==> config.mk <==
export PLATFORM = sky130hd
export DESIGN_NAME = chunked_ripple_adder
export DESIGN_NICKNAME = d
export VERILOG_FILES = /design/src/rtl/adder_pkg.sv /design/src/rtl/chunk_ripple_adder.sv /design/src/rtl/chunked_ripple_adder.sv
export SDC_FILE = /design/constraint.sdc
export NUM_CORES = 1
export LEC_CHECK = 0
export BUFFER_PORTS_ARGS = -buffer_cell sky130_fd_sc_hd__buf_2
export CORE_MARGIN = 2
export CORE_UTILIZATION = 54
export DETAILED_ROUTE_END_ITERATION = 10
export PLACE_DENSITY = 0.79
export SETUP_SLACK_MARGIN = 0.5
export SLEW_MARGIN = 20
export SYNTH_ARGS = -nofsm -noshare
export SYNTH_HDL_FRONTEND = slang
export SYNTH_SLANG_ARGS = --single-unit
==> constraint.sdc <==
create_clock -name clk -period 3.5 [get_ports clk]
set_clock_uncertainty 0.1 [all_clocks]
set_input_delay 0.525 -clock clk [delete_from_list [all_inputs] [get_ports clk]]
set_output_delay 0.525 -clock clk [all_outputs]
set_load 0.02 [all_outputs]
==> src/rtl/adder_pkg.sv <==
// adder_pkg: definitions shared by the chunked ripple adder and its chunk slice.
//   state_e       - sequencer states (IDLE accepting, BUSY one chunk per cycle,
//                   DONE result held until the consumer takes it)
//   nchunk()      - number of chunk steps for a given operand width
//   chunk_cfg_ok()- legal WIDTH/CHUNK pairing, evaluated at elaboration
package adder_pkg;

  typedef enum logic [1:0] {
    S_IDLE = 2'd0,
    S_BUSY = 2'd1,
    S_DONE = 2'd2
  } state_e;

  function automatic int nchunk(input int width, input int chunk);
    return width / chunk;
  endfunction

  // A partial top chunk is not supported: every step must be a full
  // CHUNK-bit slice, so WIDTH has to divide evenly.
  function automatic bit chunk_cfg_ok(input int width, input int chunk);
    return (chunk >= 1) && (chunk <= width) && ((width % chunk) == 0);
  endfunction

endpackage

==> src/rtl/chunk_ripple_adder.sv <==
// chunk_ripple_adder: purely combinational CHUNK-bit ripple-carry adder.
//   a, b          - CHUNK-bit addends
//   carry_in      - carry into bit 0
//   sum           - CHUNK-bit sum
//   carry_out     - carry out of the top bit
//   msb_carry_in  - carry into the top bit, used by the parent for signed
//                   overflow when this is the most-significant chunk
module chunk_ripple_adder #(
  parameter int CHUNK = 4
) (
  input  logic [CHUNK-1:0] a,
  input  logic [CHUNK-1:0] b,
  input  logic             carry_in,
  output logic [CHUNK-1:0] sum,
  output logic             carry_out,
  output logic             msb_carry_in
);

  logic [CHUNK:0] c;

  // Full-adder chain, bit 0 upward. Kept in one process so the carry vector
  // is evaluated as a single ordered ripple.
  always_comb begin
    c    = '0;
    sum  = '0;
    c[0] = carry_in;
    for (int i = 0; i < CHUNK; i++) begin
      sum[i]  = a[i] ^ b[i] ^ c[i];
      c[i+1]  = (a[i] & b[i]) | (c[i] & (a[i] ^ b[i]));
    end
  end

  assign carry_out    = c[CHUNK];
  assign msb_carry_in = c[CHUNK-1];

endmodule

==> src/rtl/chunked_ripple_adder.sv <==
// chunked_ripple_adder: multi-cycle add/subtract, CHUNK bits per clock,
// least-significant chunk first, carry held in a register between cycles.
//   clk, rst              - clock, asynchronous active-high reset
//   in_valid / in_ready   - operation handshake (a, b, carry_in, sub)
//   a, b                  - WIDTH-bit operands
//   carry_in              - carry into bit 0 (add mode only)
//   sub                   - 0: a+b+carry_in, 1: a-b (a+~b+1)
//   out_valid / out_ready - result handshake
//   sum                   - WIDTH-bit result
//   carry_out             - carry out of MSB (sub: 1 = no borrow)
//   overflow              - two's-complement overflow
// Latency is NCHUNK edges from accept to out_valid; a result retiring on
// the same edge as a new accept gives one op per NCHUNK+1 cycles.
module chunked_ripple_adder
  import adder_pkg::*;
#(
  parameter int WIDTH = 16,
  parameter int CHUNK = 4
) (
  input  logic             clk,
  input  logic             rst,
  input  logic             in_valid,
  output logic             in_ready,
  input  logic [WIDTH-1:0] a,
  input  logic [WIDTH-1:0] b,
  input  logic             carry_in,
  input  logic             sub,
  output logic             out_valid,
  input  logic             out_ready,
  output logic [WIDTH-1:0] sum,
  output logic             carry_out,
  output logic             overflow
);

  localparam int NCHUNK = nchunk(WIDTH, CHUNK);
  localparam int CW     = (NCHUNK > 1) ? $clog2(NCHUNK) : 1;
  localparam logic [CW-1:0] LAST = CW'(NCHUNK - 1);

  if (!chunk_cfg_ok(WIDTH, CHUNK)) begin : g_cfg_err
    $error("chunked_ripple_adder: need 1 <= CHUNK <= WIDTH and WIDTH %% CHUNK == 0");
  end

  state_e           state_q, state_d;
  logic [WIDTH-1:0] a_q, a_d;
  logic [WIDTH-1:0] b_q, b_d;     // already inverted for subtract
  logic             carry_q, carry_d;
  logic [CW-1:0]    cnt_q, cnt_d;
  logic [WIDTH-1:0] sum_q, sum_d;
  logic             cout_q, cout_d;
  logic             ovf_q, ovf_d;

  logic             accept;
  logic [31:0]      base;
  logic [CHUNK-1:0] ch_a, ch_b, ch_s;
  logic             ch_co, ch_msb_ci;

  // Single chunk adder shared across all steps; the counter selects the slice.
  assign base = 32'(cnt_q) * 32'(CHUNK);
  assign ch_a = a_q[base +: CHUNK];
  assign ch_b = b_q[base +: CHUNK];

  chunk_ripple_adder #(.CHUNK(CHUNK)) u_chunk (
    .a            (ch_a),
    .b            (ch_b),
    .carry_in     (carry_q),
    .sum          (ch_s),
    .carry_out    (ch_co),
    .msb_carry_in (ch_msb_ci)
  );

  assign in_ready  = (state_q == S_IDLE) || ((state_q == S_DONE) && out_ready);
  assign out_valid = (state_q == S_DONE);
  assign accept    = in_valid && in_ready;

  always_comb begin
    state_d = state_q;
    a_d     = a_q;
    b_d     = b_q;
    carry_d = carry_q;
    cnt_d   = cnt_q;
    sum_d   = sum_q;
    cout_d  = cout_q;
    ovf_d   = ovf_q;
    case (state_q)
      S_IDLE, S_DONE: begin
        if (accept) begin
          // Subtract is a + ~b + 1; carry_in is ignored in that mode.
          a_d     = a;
          b_d     = sub ? ~b : b;
          carry_d = sub ? 1'b1 : carry_in;
          cnt_d   = '0;
          sum_d   = '0;
          state_d = S_BUSY;
        end else if (state_q == S_DONE && out_ready) begin
          // Retire without a follow-on op: result values stay on the pins.
          state_d = S_IDLE;
        end
      end
      S_BUSY: begin
        sum_d[base +: CHUNK] = ch_s;
        carry_d              = ch_co;
        if (cnt_q == LAST) begin
          // Top chunk: its top bit is bit WIDTH-1 of the word.
          cout_d  = ch_co;
          ovf_d   = ch_msb_ci ^ ch_co;
          cnt_d   = '0;
          state_d = S_DONE;
        end else begin
          cnt_d = cnt_q + 1'b1;
        end
      end
      default: state_d = S_IDLE;
    endcase
  end

  always_ff @(posedge clk or posedge rst) begin
    if (rst) begin
      state_q <= S_IDLE;
      a_q     <= '0;
      b_q     <= '0;
      carry_q <= 1'b0;
      cnt_q   <= '0;
      sum_q   <= '0;
      cout_q  <= 1'b0;
      ovf_q   <= 1'b0;
    end else begin
      state_q <= state_d;
      a_q     <= a_d;
      b_q     <= b_d;
      carry_q <= carry_d;
      cnt_q   <= cnt_d;
      sum_q   <= sum_d;
      cout_q  <= cout_d;
      ovf_q   <= ovf_d;
    end
  end

  assign sum       = sum_q;
  assign carry_out = cout_q;
  assign overflow  = ovf_q;

endmodule

==> impl_results.md <==
* Worst r2r src: cnt_q[0]$_DFFE_PP0P_
* Port bufs at 57
* Initial antenna violation count at 0
* Setup Buffers After CTS at 0
* Total leakage power at 1.47 nW
* Async SR Flop Fraction at 1.00
* VDD IR-drop max at 0.000528 V
* XOR/XNOR Fraction of Synth Area at 0.0542
* Slew Viols, Final at 0
* Clk buf depth at 2
* Ant diodes at 0
* Worst path required time at 3.60 ns
* Worst Path Arrival at 2.97 ns
* Status: finished, final reports clean
* Wire per inst at 15.5 um
* FF+latch count, synth at 55
* Crit. Startpoint: cnt_q[0]$_DFFE_PP0P_
* Gpl congestion at 0.825
* Synthesized net count at 260
* Kind of critical path: flop to flop
* Post-Synth Simple-Gate Area at 0.0538
* Fmax at 0.349 GHz
* Clk pin slew, worst setup/hold paths at 0.09 ns
* EDFF count, synth at 0
* Area after DPL at 3040 um^2
* Slowest-stage cell, CP: fa_2
* Die width at 75.3 um
* RSZ-0062 raised after global routing: false
* Post-layout util at 0.654
* Cts bufs inserted at 5
* DP Cell Count at 327
* Number of global-route vias before repair at 1818
* Layout cell share with drive strength beyond 1 at 0.378
* Min Tclk post-route at 2.87 ns
* First-pass DRT Iterations at 4
* Adder-cell area share of the yosys netlist at 0.0474
* Hold_ws at 0.259 ns
* Post-Layout Cell Count at 334
* Library cells used by synthesis at 37
* H-tree levels at 2
* Top post-synthesis cells by area: dfrtp_1 (50%), mux4_2 (6.6%), mux2_4 (6.0%)
* Global-route wire length before repair at 8490 um
* Yosys warns at 0
* Largest family of logic cells by synthesized area: multiplexers
* DRC violations left at 0
* Core Region at 4820 um^2
* Crit path cell chain: mux4_2 > inv_1 > fa_1 > inv_1 > fa_1 > inv_1 > fa_1 > inv_1 > fa_2 > a22o_1
* DRT antenna net count at 0
* IO Pins at 58
* Die H at 75.3 um
* Clock latency on the worst-skew pair at 0.30 ns
* Number of DRC markers in iteration 0 at 143
* Root Driver: clkbuf_8
* Mapped Avg Cell Area at 12.8 um^2
* Compound-Gate Fraction of Synth Area at 0.140
* Cell taking the most area after synthesis: dfrtp_1
* Via count at 1838
* Worst Max-Slew Pin Slew at 0.889 ns
* Setup Viol. Count Final at 0
* Element type at the critical path start: flop
* TritonCTS clock tree: done
* Clock sink count at 55
* Rel. slew slack at 0.407
* Finished Cell Area at 3150 um^2
* Endpoint kind of the worst setup timing path: flop
* Site Rows at 25
* Total Nets Final at 313
* Via density at 5.50
* Fillers at 394
* Critical Path Most Common Cell: inv_1
* GRT overflow at 0
* DP Wirelength at 3800 um
* Max FO, Critical Path at 4
* Cell count after synthesis at 214
* Ys flop type: dfrtp_1
* Largest net degree at the start of global routing at 56
* Fin. Hold Viols at 0
* HP Class: input pin to asynchronous set/reset pin
* Area grow syn2layout at 14.8%
* Pwr per Cell Area at 1010 nW/um^2
* Routed wire length at 5170 um
* Post-route setup TNS at 0 ns
* Seq/Total Area, Yosys at 0.501
* Max-Cap Viols at 0
* Total track usage at 0.202
* Die Area at 5670 um^2
* Crit-path max cell delay at 0.46 ns
* Initial Util at 0.570
* Mux cell area share after synthesis at 0.150
* Top-area cell type share of the netlist area at 0.501
* Cell Area, Synth at 2750 um^2
* Final period util at 0.819
## layer usage
layer	vias up	wire length, um	share of wire	global-route usage
met2	56	2520	0.49	0.317
met3	9	259	0.050	0.0476
li1	872	-	-	-
met1	901	2270	0.44	0.271
met5	-	0	0	0
met4	0	116	0.022	0.0916
## layout by cell type (no fill, tap or decap), drive strengths merged, types with 4 or more instances in the layout
cell / instances
o2bb2ai: 8
nand3: 4
nand2: 4
clkbuf: 6
a21oi: 32
xnor2: 16
inv: 10
mux2: 17
dfrtp: 55
buf: 61
and3: 4
a22o: 8
ha: 4
mux4: 8
fa: 4
## critical path, delay by kind of cell, from the launching register on
family,cells,cell delay [ns]
adders and majority gates,4,1.40
DFF,1,0.45
muxes,1,0.34
buffers and inverters,4,0.27
AOI/OAI and AO/OA,1,0.22
## path summary, 6_finish.rpt
| path | end | slack (ns) | cells after the start |
|---|---|---|---|
| max reg2reg | sum[3]$_DFFE_PP0P_ | 0.63 | 10 |
| max | sum[3]$_DFFE_PP0P_ | 0.63 | 10 |
| min reg2reg | sum[8]$_DFFE_PP0P_ | 0.39 | 1 |
| min in group clk | a_q[4]$_DFFE_PP0P_ | 0.34 | 2 |
| min | sum[9]$_DFFE_PP0P_ | 0.26 | 2 |
| max in group asynchronous | cnt_q[0]$_DFFE_PP0P_ | 2.45 | 2 |
## metrics by stage
step / power [mW] / worst slack (ns)
floorplan: 2.36 / 0.552
global placement: 2.74 / 0.598
detailed placement: 2.80 / 0.526
CTS: 3.19 / 0.524
global route: 3.45 / 0.531
finish: 3.19 / 0.634
## area by class of cell
cell class                 count  area (um^2)  share of cell area
inverter                      11         42.5              0.0135
sequential                    55         1380               0.438
timing repair buffer          61          315               0.100
multi-input combinational    133         1230               0.390
clock buffer                   6         72.6              0.0230
clock inverter                 1         30.0             0.00953
tap                           67         83.8              0.0266
## Yosys cell counts (4+ instances only)
cell type   n
o2bb2ai_1   8
inv_1      11
fa_1        4
and3_1      4
mux2_2      6
dfrtp_1    55
nand3_1     4
buf_2       7
xnor2_1    16
ha_1        4
a21oi_1    32
nand2_1     4
mux4_2      8
a22o_1      8
mux2_4     11
## cell families (layout without fill, tap and decap cells)
| family | after synthesis | count (layout) |
|---|---|---|
| compound gates | 59 | 59 |
| flops | 55 | 55 |
| buf+inv | 26 | 79 |
| mux | 25 | 25 |
| simple gates | 24 | 24 |
| xor+xnor | 17 | 17 |
| fa+ha+maj | 8 | 8 |
## state kept, by name, summed over array words and instances, names as in the netlist
register,count
b_q,16
sum,16
carry_out,1
a_q,16
cnt_q,2
carry_q,1
state_q,2
overflow,1
## power breakdown
group          switching (mW)  internal (mW)  total [mW]
logic                   0.877          0.786        1.66
registers               0.202          0.922        1.12
clock network           0.188          0.210       0.398
## what timing repair did
item	CTS	global route
hold buffers	0	0
endpoints found under the setup margin	0	6
resized for setup	0	4
No activity file was read; power rests on OpenSTA's default activity.
